### src/rtl/hazard_pkg.sv
// Shared types and constants for the pipeline hazard / flush controller.
package hazard_pkg;

  typedef enum logic [1:0] {
    DivIdle  = 2'd0,
    DivCount = 2'd1,
    DivDone  = 2'd2
  } div_state_e;

  localparam logic [4:0] RegZero = 5'd0;

endpackage

### src/rtl/div_stall_counter.sv
// Holds a DIV/REM instruction in EX for DivLatency cycles, counting the detect cycle,
// then parks in DivDone until the pipe is free to advance.
module div_stall_counter
  import hazard_pkg::*;
#(
  parameter int unsigned DivLatency = 32
) (
  input  logic       clk_i,
  input  logic       rst_i,
  input  logic       div_valid_i,
  input  logic       mem_busy_i,
  output logic       div_busy_o,
  output div_state_e state_o
);

  localparam int unsigned CntW = $clog2(DivLatency + 1);

  div_state_e      state_q, state_d;
  logic [CntW-1:0] cnt_q, cnt_d;

  always_ff @(posedge clk_i or posedge rst_i) begin
    if (rst_i) begin
      state_q <= DivIdle;
      cnt_q   <= '0;
    end else begin
      state_q <= state_d;
      cnt_q   <= cnt_d;
    end
  end

  always_comb begin
    state_d = state_q;
    cnt_d   = cnt_q;
    unique case (state_q)
      DivIdle: begin
        if (div_valid_i) begin
          if (DivLatency == 1) begin
            state_d = DivDone;
          end else begin
            state_d = DivCount;
            cnt_d   = CntW'(DivLatency - 1);
          end
        end
      end
      DivCount: begin
        // Keeps counting through memory stalls; the divider runs regardless.
        cnt_d = cnt_q - 1'b1;
        if (cnt_q == CntW'(1)) begin
          state_d = DivDone;
        end
      end
      DivDone: begin
        // Valid still high here is the same instruction, so never restart from DivDone.
        if (!mem_busy_i) begin
          state_d = DivIdle;
        end
      end
      default: state_d = DivIdle;
    endcase
  end

  assign div_busy_o = ((state_q == DivIdle) && div_valid_i) || (state_q == DivCount);
  assign state_o    = state_q;

endmodule

### src/rtl/hazard_flush_ctrl.sv
// Pipeline hazard controller: load-use stall, branch squash, memory/divider freeze.
// Sources every FLUSH/BUSYWAIT pin of the pipeline registers and the PC hold.
module hazard_flush_ctrl
  import hazard_pkg::*;
#(
  parameter int unsigned DivLatency = 32
) (
  input  logic       clk_i,
  input  logic       rst_i,
  input  logic [4:0] id_rs1_i,
  input  logic [4:0] id_rs2_i,
  input  logic       id_uses_rs1_i,
  input  logic       id_uses_rs2_i,
  input  logic [4:0] ex_rd_i,
  input  logic       ex_memread_i,
  input  logic       ex_div_valid_i,
  input  logic       branch_taken_i,
  input  logic       imem_busywait_i,
  input  logic       dmem_busywait_i,
  output logic       pc_hold_o,
  output logic       if_id_hold_o,
  output logic       if_id_flush_o,
  output logic       id_ex_flush_o,
  output logic       pipe_busywait_o,
  output logic       div_busy_o
);

  logic       div_busy;
  logic       mem_busy;
  logic       pipe_busy;
  logic       load_use;
  div_state_e unused_div_state;

  assign mem_busy  = imem_busywait_i | dmem_busywait_i;
  assign pipe_busy = mem_busy | div_busy;

  div_stall_counter #(
    .DivLatency(DivLatency)
  ) u_div_stall_counter (
    .clk_i      (clk_i),
    .rst_i      (rst_i),
    .div_valid_i(ex_div_valid_i),
    .mem_busy_i (mem_busy),
    .div_busy_o (div_busy),
    .state_o    (unused_div_state)
  );

  assign load_use = ex_memread_i && (ex_rd_i != RegZero) &&
                    ((id_uses_rs1_i && (id_rs1_i == ex_rd_i)) ||
                     (id_uses_rs2_i && (id_rs2_i == ex_rd_i)));

  always_comb begin
    pc_hold_o       = 1'b0;
    if_id_hold_o    = 1'b0;
    if_id_flush_o   = 1'b0;
    id_ex_flush_o   = 1'b0;
    pipe_busywait_o = 1'b0;
    div_busy_o      = 1'b0;
    if (!rst_i) begin
      pipe_busywait_o = pipe_busy;
      div_busy_o      = div_busy;
      // Flush would override busywait in the registers, so hold it back until unfrozen.
      if (pipe_busy) begin
        pc_hold_o    = 1'b1;
        if_id_hold_o = 1'b1;
      end else if (branch_taken_i) begin
        if_id_flush_o = 1'b1;
        id_ex_flush_o = 1'b1;
      end else if (load_use) begin
        pc_hold_o     = 1'b1;
        if_id_hold_o  = 1'b1;
        id_ex_flush_o = 1'b1;
      end
    end
  end

endmodule

### config.mk
export PLATFORM = sky130hd
export DESIGN_NAME = hazard_flush_ctrl
export DESIGN_NICKNAME = d
export VERILOG_FILES = /design/src/rtl/hazard_pkg.sv /design/src/rtl/div_stall_counter.sv /design/src/rtl/hazard_flush_ctrl.sv
export SDC_FILE = /design/constraint.sdc
export NUM_CORES = 1
export LEC_CHECK = 0
export ABC_AREA = 1
export BUFFER_PORTS_ARGS = -buffer_cell sky130_fd_sc_hd__clkbuf_2
export CELL_PAD_IN_SITES_DETAIL_PLACEMENT = 2
export CELL_PAD_IN_SITES_GLOBAL_PLACEMENT = 2
export CORE_ASPECT_RATIO = 0.5
export CORE_UTILIZATION = 23
export DETAILED_ROUTE_END_ITERATION = 10
export PLACE_DENSITY = 0.89
export REMOVE_ABC_BUFFERS = 1
export SYNTH_ARGS = -nofsm -noshare
export SYNTH_HDL_FRONTEND = slang
export SYNTH_SLANG_ARGS = --single-unit
### constraint.sdc
create_clock -name clk_i -period 1.4 [get_ports clk_i]
set_input_delay 0.07 -clock clk_i [delete_from_list [all_inputs] [get_ports clk_i]]
set_output_delay 0.07 -clock clk_i [all_outputs]
set_load 0.05 [all_outputs]
# After elaboration in Yosys (flattened, before gate mapping)
# Cells that the tools add are included.
[op_classes]
add_sub_neg = 1
mux = 18
eq_ne = 8
bitwise = 2
n_reduce_logical = 12
[op_table]
columns = ["cell", "count"]
rows = [
  ["$mux W1", 12],
  ["$pmux W6 S2", 1],
  ["$eq A5 B5 Y1", 2],
  ["$eq A6 B1 Y1 const B", 1],
  ["$mux W2", 3],
  ["$mux W6", 1],
  ["$pmux W2 S3", 1],
  ["$sub A6 B1 Y6 const B", 1],
  ["$logic_and A1 B1 Y1", 5],
  ["$reduce_bool A5 Y1", 1],
  ["$ne A2 B2 Y1 const B", 2],
  ["$reduce_and A3 Y1", 1],
  ["$eq A2 B1 Y1 const B", 1],
  ["$eq A2 B2 Y1 const B", 1],
  ["$logic_not A2 Y1", 1],
  ["$logic_or A1 B1 Y1", 2],
  ["$ne A2 B1 Y1 const B", 1],
  ["$or A1 B1 Y1", 2],
  ["$reduce_and A2 Y1", 1],
  ["$reduce_bool A2 Y1", 1],
]
[word_totals]
wordCells = 43
input_bits = 24
register_bits = 8

# Depth between registers and ports, before layout
[logic_depth]
depth_word = 8
mapped_depth = 9
ltp_nobuf = 8

# Modules after synthesis
# From an unflattened synthesis, not the netlist that was laid out.
[unflattened]
cells_unflattened = 131
hier_area_um2 = 765.7
[modules_own_cells]
columns = ["module", "cells_per_inst", "area_per_inst_um2", "instances"]
rows = [
  ["div_stall_counter", 60, 459.2, 1],
  ["hazard_flush_ctrl", 71, 306.5, 1],
]

# Least setup slack after synthesis
# No wires, ideal clock.
[synth_path]
kind = "reg-to-output"
from = "register u_div_stall_counter.state_q[1] (netlist: u_div_stall_counter.state_o[1])"
to = "output pc_hold_o"
arrival_time_ns = 1.750
path_slack_ns = -0.420
path_stages_with_launch = 9
t_required_ns = 1.330
cell_sequence = "dfrtp_1 > nor2_4 > inv_4 > nand2_8 > nor2_2 > nor2_4 > inv_2 > nand2_1 > buf_4"
[synth_via]
elab_chain_cells = 6
word_cells_on_any_way = 7
cone_classes = "eq/ne (1); mux (2); bitwise (1); reduce/logical (3)"
[synth_lines]
columns = ["item", "line", "text"]
rows = [
  ["start, declared", "div_stall_counter.sv:18", "div_state_e state_q, state_d;"],
  ["start signal, assigned", "div_stall_counter.sv:23", "state_q <= DivIdle;"],
  ["start signal, assigned", "div_stall_counter.sv:26", "state_q <= state_d;"],
  ["$logic_not A2 Y1", "div_stall_counter.sv:62", "assign div_busy_o = ((state_q == DivIdle) && div_valid_i) || (state_q == DivCount);"],
  ["$logic_and A1 B1 Y1", "div_stall_counter.sv:62", ""],
  ["$logic_or A1 B1 Y1 *", "div_stall_counter.sv:62", ""],
  ["$or A1 B1 Y1 *", "hazard_flush_ctrl.sv:35", "assign pipe_busy = mem_busy | div_busy;"],
  ["$mux W1 * (2 in a row)", "--", ""],
  ["end, declared", "hazard_flush_ctrl.sv:20", "output logic pc_hold_o,"],
]
# Mark *: on every way between the ends. The rest lies on a longest branch, timed or not.

# Worst setup path after layout
[layout_path]
from = "register u_div_stall_counter.state_q[0] (netlist: u_div_stall_counter.state_o[0])"
to = "output pc_hold_o"
[layout_via]
elab_chain_cells = 6
word_cells_on_any_way = 7
cone_classes = "eq/ne (1); mux (2); bitwise (1); reduce/logical (3)"
[layout_lines]
columns = ["item", "line", "text"]
rows = [
  ["$logic_not A2 Y1", "div_stall_counter.sv:62", ""],
  ["$logic_and A1 B1 Y1", "div_stall_counter.sv:62", ""],
  ["$logic_or A1 B1 Y1 *", "div_stall_counter.sv:62", ""],
  ["$or A1 B1 Y1 *", "hazard_flush_ctrl.sv:35", ""],
  ["$mux W1 *", "hazard_flush_ctrl.sv:63", "if (pipe_busy) begin"],
  ["$mux W1 *", "hazard_flush_ctrl.sv:59", "if (!rst_i) begin"],
]
# Marks and branches as above.

==> impl_results.md <==
* Synth Register Bits at 8
* Die Height at 41.8 um
* Status: complete, but fails checks
* Total Wirelength at 2.91 mm
* YS warnings at 0
* Reg2Reg Depth at 6
* Die ar. at 0.00341 mm2
* Number of global-route vias before repair at 946
* Cells after Synth at 119
* Area growth from synthesis to layout at 54.9%
* Crit-path max FO at 5
* DRT iter0 DRCs at 14
* Final WS setup at -0.152 ns
* Post-synthesis cell area at 729 um2
* Fin. Hold Viols at 0
* Top FF cell, synth: dfrtp_1
* Part of the cycle the worst path needs at 1.11
* Final setup fails at 7
* Reg2reg start: u_div_stall_counter.cnt_q[0]
* Async set or reset register ratio after synthesis at 1.00
* Antenna Violating Nets Remaining at 0
* Mean Syn Cell Area at 6.13 um2
* Final TNS setup at -0.676 ns
* Min Tclk post-route at 1.55 ns
* Post-route DRC at 0
* Sequential element share of the synthesized area at 0.274
* Worst Hold Path EP: u_div_stall_counter.state_o[0]
* Number of detailed-route iterations in the first pass at 4
* Worst Skew at 0.00789 ns
* Final net count at 186
* CP Launch Type: register
* Max Cap Viol at 0
* WP data arrival at 1.48 ns
* Max VDD drop at 559 uV
* Slew headroom at 0.777
* Clock slew at reported path FFs at 0.05 ns
* Global-route wire length before repair at 4.35 mm
* Routed via count at 876
* Kind of critical path: reg -> out
* Worst hold slack at 0.212 ns
* Hold Crit Depth at 3
* Top cell type's share of synthesized area at 0.274
* FP Rows at 14
* Initial antenna violation count at 0
* Slew Viols, Final at 0
* Reg-to-reg setup timing slack at -0.01 ns
* Violated checks: negative setup slack
* H-tree levels at 1
* Tightest Hold Check Type: in -> reg
* Area leader, netlist: dfrtp_1
* Io pins at 30
* N_diodes at 0
* Core area at 0.00301 mm2
* EDFF count, synth at 0
* Starting Density at 0.242
* Area contributors post-synth: dfrtp_1 27%, nand2_1 19%, inv_1 13%, nor2_1 6.7%, o21ai_0 6.2%
* Required time worst endpoint at 1.33 ns
* Worst slew pin tran at 0.334 ns
* Skew-Pair Late Insertion Delay at 0.24 ns
* WL per Instance at 14.7 um
* Clk sinks at 8
* Clock Root Buffer: clkbuf_8
* DP Wirelength at 1.91 mm
* PD cells at 1390 mW/mm2
* Layout cell share with drive strength beyond 1 at 0.342
* Gr usage total at 0.174
* Port bufs at 29
* Maximum clock frequency at 0.645 GHz
* Setup crit end kind: primary output
* Static leakage at 0.000664 uW
* GP Congestion at 0.723
* Min-Delay Startpoint: ex_div_valid_i
* Unique masters post-synth at 22
* Cts bufs inserted at 3
* GRT overflow at 0
* TritonCTS clock tree: done
* Largest net degree at the start of global routing at 9
* DR vias/cell at 4.42
* Die Span X at 81.6 um
* Maximum clock path buffer count at 2
* R2R Path End: u_div_stall_counter.cnt_q[4]
* RSZ-0062 raised after global routing: yes
where the power goes:
group | internal, uW | switching (uW)
registers | 333 | 77.5
logic | 353 | 506
clock network | 188 | 108
flip-flops by register name, indices dropped and copies added (netlist names):
name / flops
u_div_stall_counter.state_o: 2
u_div_stall_counter.cnt_q: 6
stage by stage:
| step | setup WS, ns | instance area [um2] | power (uW) | util | cells |
|---|---|---|---|---|---|
| after floorplan | -0.422 | 722 | 835 | - | 118 |
| after global placement | 0.152 | 925 | 985 | 0.307 | 188 |
| after detailed placement | 0.0565 | 925 | 1040 | 0.307 | 188 |
| after CTS | -0.0754 | 1080 | 1440 | 0.358 | 195 |
| after global routing | -0.222 | 1130 | 1680 | 0.375 | 198 |
| final | -0.152 | 1130 | 1570 | 0.375 | 198 |
layout make-up:
class / count / area, um2
multi-input combinational: 81 / 439
clock buffer: 3 / 41.3
timing repair buffer: 37 / 288
sequential: 8 / 200
tap: 40 / 50.0
fill: 374 / 1880
inverter: 29 / 111
cell usage in the layout (no fill, tap or decap), drive strengths merged:
cell         Yosys  layout
xor2             1       1
clkbuf           0      28
nand4            3       3
dfrtp            8       8
a22oi            1       1
nand2           39      39
nor3             2       2
nand3            5       5
buf              1      11
nor2            16      16
dlygate4sd3      0       1
inv             29      29
ha               2       2
a21oi            1       1
o21ai           11      11
worst max-delay path by stage:
stage                                               from       endpoint  slack (ns)
final                     u_div_stall_counter.state_o[0]      pc_hold_o       -0.15
after global routing      u_div_stall_counter.state_o[0]  id_ex_flush_o       -0.22
after CTS                 u_div_stall_counter.state_o[0]  id_ex_flush_o       -0.08
after detailed placement  u_div_stall_counter.state_o[0]  id_ex_flush_o        0.06
after global placement    u_div_stall_counter.state_o[0]  id_ex_flush_o        0.15
after floorplan           u_div_stall_counter.state_o[1]   if_id_hold_o       -0.42
kinds of logic after synthesis:
kind of cell / synth area share
and+or+nand+nor: 0.424
buffers and inverters: 0.163
AOI/OAI and AO/OA: 0.0926
DFF: 0.274
adders and majority gates: 0.0343
xor gates and xnor gates: 0.0120
per-layer routing:
metal  GRT usage  share of wire  up-vias
li1            -              -      435
met1       0.188           0.38      417
met2       0.323           0.56       15
met3      0.0440          0.036        9
met4      0.0667          0.020        0
met5           0              0        -
critical path, stage by stage, from the launching register on:
cell and delay (ns):
dfrtp_1 0.38, inv_2 0.08, nor2_4 0.14, inv_4 0.06
nand2_8 0.08, nor2_4 0.04, nor2_4 0.15, inv_2 0.07
nand2_4 0.08, clkbuf_16 0.16
cells in the mapped netlist (2+ instances only):
library cell	n
inv_1	25
nor2_1	13
nand2_1	36
nand3_1	5
ha_1	2
o21ai_0	9
nor2_4	2
inv_2	3
nand4_1	3
dfrtp_1	8
o21ai_1	2
timing repair:
item	4_1_cts	5_1_grt
setup endpoints to repair	6	7
resized for setup	16	12
buffers inserted	3	3
endpoints found under the hold margin	8	0
hold buffers	1	0
pin swaps	2	3
(Power assumes the default switching activity.)
